**config.mk**
```make
export PLATFORM = sky130hd
export DESIGN_NAME = sc_stream_counter_flat
export DESIGN_NICKNAME = d
export VERILOG_FILES = /design/src/rtl/sc_stream_counter_pkg.sv /design/src/rtl/sc_stream_counter_if.sv /design/src/rtl/sc_stream_counter_ones_counter.sv /design/src/rtl/sc_stream_counter.sv /design/src/flat_wrapper.sv
export SDC_FILE = /design/constraint.sdc
export NUM_CORES = 1
export LEC_CHECK = 0
export BUFFER_PORTS_ARGS = -buffer_cell sky130_fd_sc_hd__buf_4
export CAP_MARGIN = 0
export CORE_MARGIN = 5
export CORE_UTILIZATION = 50
export DETAILED_ROUTE_END_ITERATION = 6
export GPL_TIMING_DRIVEN = 0
export MAX_ROUTING_LAYER = met4
export PLACE_DENSITY = 0.82
export SLEW_MARGIN = 10
export SYNTH_ARGS = -nofsm -noshare
export SYNTH_HDL_FRONTEND = slang
export SYNTH_SLANG_ARGS = --single-unit
```
**constraint.sdc**
```tcl
create_clock -name clk -period 1.9 [get_ports clk]
set_input_delay 0.19 -clock clk [delete_from_list [all_inputs] [get_ports clk]]
set_output_delay 0.19 -clock clk [all_outputs]
set_load 0.02 [all_outputs]
```
**src/rtl/sc_stream_counter_pkg.sv**
```systemverilog
// Shared definitions for the stochastic stream counter: FSM state encodings.
package sc_stream_counter_pkg;
  localparam logic [1:0] SC_ST_IDLE  = 2'd0;
  localparam logic [1:0] SC_ST_ACCUM = 2'd1;
  localparam logic [1:0] SC_ST_HOLD  = 2'd2;
endpackage

```
**src/rtl/sc_stream_counter_if.sv**
```systemverilog
// Stream-in / result-out bundle between the SC mux side and the PE result path.
interface sc_stream_counter_if #(
  parameter int LANES = 2,
  parameter int OUT_W = 10
);
  logic                   start;
  logic                   in_valid;
  logic [LANES-1:0]       in_bits;
  logic                   busy;
  logic                   out_valid;
  logic                   out_ready;
  logic [LANES*OUT_W-1:0] out_count;

  modport master (
    output start, in_valid, in_bits, out_ready,
    input  busy, out_valid, out_count
  );
  modport slave (
    input  start, in_valid, in_bits, out_ready,
    output busy, out_valid, out_count
  );
endinterface

```
**src/rtl/sc_stream_counter_ones_counter.sv**
```systemverilog
// Per-lane ones counter; clears on start, increments on each accepted one bit.
module sc_ones_counter #(
  parameter int CNT_W = 9
) (
  input  logic             clk,
  input  logic             rst,
  input  logic             i_clr,
  input  logic             i_en,
  input  logic             i_bit,
  output logic [CNT_W-1:0] o_count
);
  logic [CNT_W-1:0] r_count;

  always_ff @(posedge clk) begin
    if (rst || i_clr)      r_count <= '0;
    else if (i_en && i_bit) r_count <= r_count + 1'b1;
  end

  assign o_count = r_count;
endmodule

```
**src/rtl/sc_stream_counter.sv**
```systemverilog
// Stochastic-to-binary converter: counts ones per lane over 2**LEN_LOG2 valid bits.
// Define SC_BIPOLAR_EN for signed 2*count-N output; default is unipolar count.
module sc_stream_counter
  import sc_stream_counter_pkg::*;
#(
  parameter  int LANES    = 2,
  parameter  int LEN_LOG2 = 8,
  localparam int OUT_W    = LEN_LOG2 + 2
) (
  input logic                clk,
  input logic                rst,
  sc_stream_counter_if.slave bus
);
  localparam int CNT_W = LEN_LOG2 + 1;

  logic [1:0]                       r_state;
  logic [LEN_LOG2-1:0]              r_bit_cnt;
  logic [LANES-1:0][OUT_W-1:0]      r_out_count;
  logic [LANES-1:0][CNT_W-1:0]      w_lane_cnt;
  logic [LANES-1:0][OUT_W-1:0]      w_result;
  logic                             w_start, w_acc, w_last;

  assign w_start = (r_state == SC_ST_IDLE) && bus.start;
  assign w_acc   = (r_state == SC_ST_ACCUM) && bus.in_valid;
  assign w_last  = w_acc && (r_bit_cnt == {LEN_LOG2{1'b1}});

  for (genvar g = 0; g < LANES; g++) begin : g_lane
    logic [CNT_W-1:0] w_final;

    sc_ones_counter #(.CNT_W(CNT_W)) u_cnt (
      .clk     (clk),
      .rst     (rst),
      .i_clr   (w_start),
      .i_en    (w_acc),
      .i_bit   (bus.in_bits[g]),
      .o_count (w_lane_cnt[g])
    );

    // The result register loads on the same edge as the last bit, so fold it in here.
    assign w_final = w_lane_cnt[g] + CNT_W'(bus.in_bits[g]);
`ifdef SC_BIPOLAR_EN
    assign w_result[g] = {w_final, 1'b0} - (OUT_W'(1) << LEN_LOG2);
`else
    assign w_result[g] = {1'b0, w_final};
`endif
  end

  always_ff @(posedge clk) begin
    if (rst) begin
      r_state     <= SC_ST_IDLE;
      r_bit_cnt   <= '0;
      r_out_count <= '0;
    end else begin
      case (r_state)
        SC_ST_IDLE: begin
          if (bus.start) begin
            r_state   <= SC_ST_ACCUM;
            r_bit_cnt <= '0;
          end
        end
        SC_ST_ACCUM: begin
          if (bus.in_valid) r_bit_cnt <= r_bit_cnt + 1'b1;
          if (w_last) begin
            r_state     <= SC_ST_HOLD;
            r_out_count <= w_result;
          end
        end
        SC_ST_HOLD: begin
          if (bus.out_ready) r_state <= SC_ST_IDLE;
        end
        default: r_state <= SC_ST_IDLE;
      endcase
    end
  end

  assign bus.busy      = (r_state != SC_ST_IDLE);
  assign bus.out_valid = (r_state == SC_ST_HOLD);
  assign bus.out_count = r_out_count;
endmodule

```
**src/flat_wrapper.sv**
```systemverilog
// flat-port wrapper written by rule: the top's interface ports become plain ports
module sc_stream_counter_flat import sc_stream_counter_pkg::*;
#(
  parameter  int LANES    = 2,
  parameter  int LEN_LOG2 = 8,
  localparam int OUT_W    = LEN_LOG2 + 2
)
  (clk, rst, bus_start, bus_in_valid, bus_in_bits, bus_out_ready, bus_busy, bus_out_valid, bus_out_count);
  sc_stream_counter_if #(.LANES(LANES), .OUT_W(OUT_W)) bus_i ();
  input logic clk;
  input logic rst;
  input wire logic [$bits(bus_i.start)-1:0] bus_start;
  input wire logic [$bits(bus_i.in_valid)-1:0] bus_in_valid;
  input wire logic [$bits(bus_i.in_bits)-1:0] bus_in_bits;
  input wire logic [$bits(bus_i.out_ready)-1:0] bus_out_ready;
  output wire logic [$bits(bus_i.busy)-1:0] bus_busy;
  output wire logic [$bits(bus_i.out_valid)-1:0] bus_out_valid;
  output wire logic [$bits(bus_i.out_count)-1:0] bus_out_count;
  assign bus_i.start = bus_start;
  assign bus_i.in_valid = bus_in_valid;
  assign bus_i.in_bits = bus_in_bits;
  assign bus_i.out_ready = bus_out_ready;
  assign bus_busy = bus_i.busy;
  assign bus_out_valid = bus_i.out_valid;
  assign bus_out_count = bus_i.out_count;
  sc_stream_counter #(.LANES(LANES), .LEN_LOG2(LEN_LOG2)) u_core (.clk(clk), .rst(rst), .bus(bus_i));
endmodule
```
Word level (Yosys, flattened, before mapping)
Cells that the tools add are included.

storage, ports and cells
  word-level logic and storage cells = 37
  register bits = 46

operators by class
  eq/ne operators = 7
  reductions and logical operators = 12
  add/subtract/negate cells = 5
  muxes and demuxes = 7

operator list
  cell                                                                   count
  9-bit by 1-bit adder with 9-bit output                                 2
  9-bit by 1-bit adder with 9-bit output, second input constant          2
  8-bit two-way mux                                                      2
  8-bit case mux with 2 select lines                                     1
  8-bit by 1-bit adder with 8-bit output, second input constant          1
  8-bit equality test, second input constant                             1
  2-bit two-way mux                                                      3
  2-bit != test, second input constant                                   3
  2-bit case mux with 3 select lines                                     1
  3-bit AND reduction                                                    2
  1-bit logical AND                                                      5
  2-bit nonzero test                                                     2
  2-bit by 1-bit equality test with 1-bit output, second input constant  1
  2-bit equality test, second input constant                             1
  2-bit zero test                                                        1
  2-bit by 1-bit != test with 1-bit output, second input constant        1
  2-bit AND reduction                                                    1
  1-bit logical OR                                                       1

Depth between registers and ports, before layout
  depth in word-level cells = 5
  mapped depth = 6

By module
A second synthesis with hierarchy kept.

second synthesis, totals
  cell total of the unflattened synthesis = 254
  area, all modules = 2203.4 um^2

by module, submodules not included
  module             instances  cells each  area each (um^2)
  sc_stream_counter  1          162         1395.1
  sc_ones_counter    2          46          404.1

Worst setup path before layout
OpenSTA, ideal clock, no wires.

  kind = register to register
  start = register u_core.r_bit_cnt[0]
  end = register u_core.r_out_count, in the netlist u_core.bus.out_count[1]
  data arrival time = 1.353 ns
  slack = 0.416 ns
  cell stages (with the launch flop) = 7
  buffers on the path = 1
  period minus slack after synthesis = 1.484 ns
  cells stage by stage = dfxtp_1 -> ha_1 -> nand3_1 -> nor3_4 -> buf_6 -> mux2i_1 -> nor2_1

on the way
  longest elaborated chain between the ends = 3

ends and longest elaborated chain
  item                           RTL line                 source
  from (decl)                    sc_stream_counter.sv:17  logic [LEN_LOG2-1:0] r_bit_cnt;
  from (signal assigned)         sc_stream_counter.sv:62  if (bus.in_valid) r_bit_cnt <= r_bit_cnt + 1'b1;
  8-bit equality test            sc_stream_counter.sv:25  assign w_last = w_acc && (r_bit_cnt == {LEN_LOG2{1'b1}});
  1-bit logical AND              sc_stream_counter.sv:25
  2-bit AND reduction (no line)  -
  to (signal assigned)           sc_stream_counter.sv:65  r_out_count <= w_result;
  to (decl)                      sc_stream_counter.sv:18  logic [LANES-1:0][OUT_W-1:0] r_out_count;

No other way between the ends.
A chain may end at the register's enable or synchronous reset.

Final worst setup path
Ends and elaborated chain as after synthesis.

==> flow_summary.ini <==
[run_status]
status = complete, no violations

[drt]
route.detailed.drc = 0
detail-route-antenna-nets = 0
drt_iter0_drc = 86
drt-pass1-iter-count = 4
vias_per_cell = 5.42
vias = 1782
wirelength_um = 4460
wire_per_inst_um = 13.6

[sta]
period_minus_slack_ns = 1.72
fmax_mhz = 580
worst_pin_slew_ns = 0.632
relSlewSlack = 0.578
hold_viol = 0
slew_viol_final = 0
finalSetupTns_ns = 0
rsz0062_at_grt = no
setup_viol = 0
finalCritPeriodShare = 0.908
fin_skew_ns = 0.00639

[grt]
overflow = 0
antenna_found_initial = 0
grt_pass1_vias = 1773
grt_pass1_wl_um = 7790
grt_max_degree = 13
grt_usage = 0.167

[worst_setup_path]
r2r_slack_ns = 0.18
path_depth = 6
required_ns = 2.07
critPathMaxStageDelay_ns = 0.38
cp_top_family = simple AND/OR/NAND/NOR gates
critical_path_class = register to register
cp_max_fo = 10
worst-path-buf-inv = 1
cpMaxStageDelayCell = dfxtp_1
r2r_cells = 6
cp.arrival_ns = 1.89
path_cells = ha_1, nand3_1, nor3_4, buf_6, mux2i_1, nor2_1
worst_setup_path_start_kind = register
crit_path_end_kind = register

[cts]
cts_hold_buf = 0
ctsResizeCount = 0
insertion_delay_ns = 0.30
cts_tree = yes
post-cts-setup-buffers = 0
cts.sinks = 46
clockBufferDepth = 2
cts_buffers = 5
htreeDepth = 2
clk_pin_slew_ns = 0.08
clock-root-buffer = clkbuf_8

[logic_synthesis]
ys_seq_area_frac = 0.417
ys_types = 32
syn_inst = 244
synth.top_cell.area_share = 0.417
synthTopCellsByArea = dfxtp_1, xnor2_1, nor2_1, a211oi_2, ha_1
ys_async_sr_fraction = 0
ys_ff_latch = 46
avgSynthCellArea_sq_um = 9.05
synth_common_cells = nor2_1, dfxtp_1, xnor2_1
yosysTopAreaCell = dfxtp_1
yosysMostFrequentCell = nor2_1
synthFlopType = dfxtp_1
yosys_warnings = 0
synth_edf_count = 0
syn_area_sq_mm = 0.00221

[cells_and_area]
areaGrowthSynthToFinish_pct = 15.7
drive_gt1_frac = 0.199
nFillCells = 386
stdcell_count = 329
diodes = 0
layout.nets = 292

[job]
cap_violations = 0

[pwr]
power_leakage_nw = 0.874
p_per_area_mw_per_mm2 = 644
power_mw = 1.64
ir_worst_vdd_v = 0.000313

[place]
numPlacedInstances = 323
place.gp.congestion = 0.851
dp_hpwl_um = 3290
portBuffers = 26

[die]
fp-row-count = 24
die_height_um = 76.5
dieArea_sq_mm = 0.00585
coreArea_sq_mm = 0.00432
die_x_um = 76.5
initial_core_util = 0.511
boundaryPins = 29

[worst_hold_path]
holdPathStages = 2
hold_class = input port to register
layer usage:
| layer | vias to the layer above | wire, um | GRT usage |
|---|---|---|---|
| met5 | - | 0 | - |
| met4 | 0 | 87 | 0.0734 |
| met3 | 8 | 162 | 0.0496 |
| met2 | 31 | 2220 | 0.280 |
| met1 | 840 | 1990 | 0.181 |
| li1 | 903 | - | - |
where the power goes:
| group | internal (mW) | total, mW | switching (mW) | leakage [nW] |
|---|---|---|---|---|
| registers | 0.967 | 0.971 | 0.00359 | 0.371 |
| clock network | 0.281 | 0.592 | 0.312 | 0.0431 |
| logic | 0.0278 | 0.0817 | 0.0538 | 0.460 |
final timing paths:
check,from,end
worst max-delay path,u_core.r_bit_cnt[0],u_core.bus.out_count[1]
worst min-delay path,rst,u_core.r_state[0]
worst max register to register,u_core.r_bit_cnt[0],u_core.bus.out_count[1]
worst min register to register,u_core.bus.out_count[14],u_core.bus.out_count[14]
state kept, by name, summed over array words and instances, names as in the netlist:
signal / count
u_core.r_bit_cnt: 8
u_core.g_lane.u_cnt.o_count: 18
u_core.r_state: 2
u_core.bus.out_count: 18
through the flow:
| stage | setup slack [ns] | instance area, sq um | utilization | hold WS (ns) |
|---|---|---|---|---|
| 2_1_floorplan | 0.416 | 2210 | - | 0.269 |
| 3_3_place_gp | 0.234 | 2470 | 0.572 | 0.385 |
| 3_5_place_dp | 0.203 | 2470 | 0.572 | 0.388 |
| 4_1_cts | 0.169 | 2550 | 0.591 | 0.0674 |
| 5_1_grt | 0.0147 | 2550 | 0.591 | 0.0638 |
| 6_report | 0.175 | 2550 | 0.591 | 0.0658 |
cell usage in the layout, fill, tap and decap left out, types with 2 or more instances in the layout:
cell type and count:
xnor2_1 28, nor4_1 4, nor3_1 7, nor4_2 2, dfxtp_1 46, a211oi_1 5, ha_1 7, nand4b_1 3
a21oi_1 7, nand2_1 9, mux2i_1 6, buf_2 4, buf_4 30, nor2_1 50, conb_1 2, nand4_1 6
or3_1 4, a211oi_2 9, inv_1 5, nand3_1 13, clkbuf_1 5, clkbuf_8 6, o21ai_0 5, xor2_1 5
cell families after synthesis:
logic type,synth area share
compound gates,0.0986
xor+xnor,0.131
fa+ha+maj,0.0397
mux,0.0272
buf+inv,0.0448
flops,0.417
simple gates,0.240
other cells,0.00170
area by class of cell:
class / count / area (sq um) / share of cell area
tap: 52 / 65.1 / 0.0255
clock buffer: 6 / 82.6 / 0.0323
timing repair buffer: 26 / 195 / 0.0764
buffer: 14 / 80.1 / 0.0313
multi-input combinational: 180 / 1190 / 0.467
inverter: 5 / 18.8 / 0.00735
sequential: 46 / 921 / 0.360
worst reg2reg max path, stage by stage, from the launching register on:
cell	delay (ns)
dfxtp_1	0.38
ha_1	0.21
nand3_1	0.17
nor3_4	0.37
buf_6	0.21
mux2i_1	0.19
nor2_1	0.05
(Power assumes the default switching activity.)
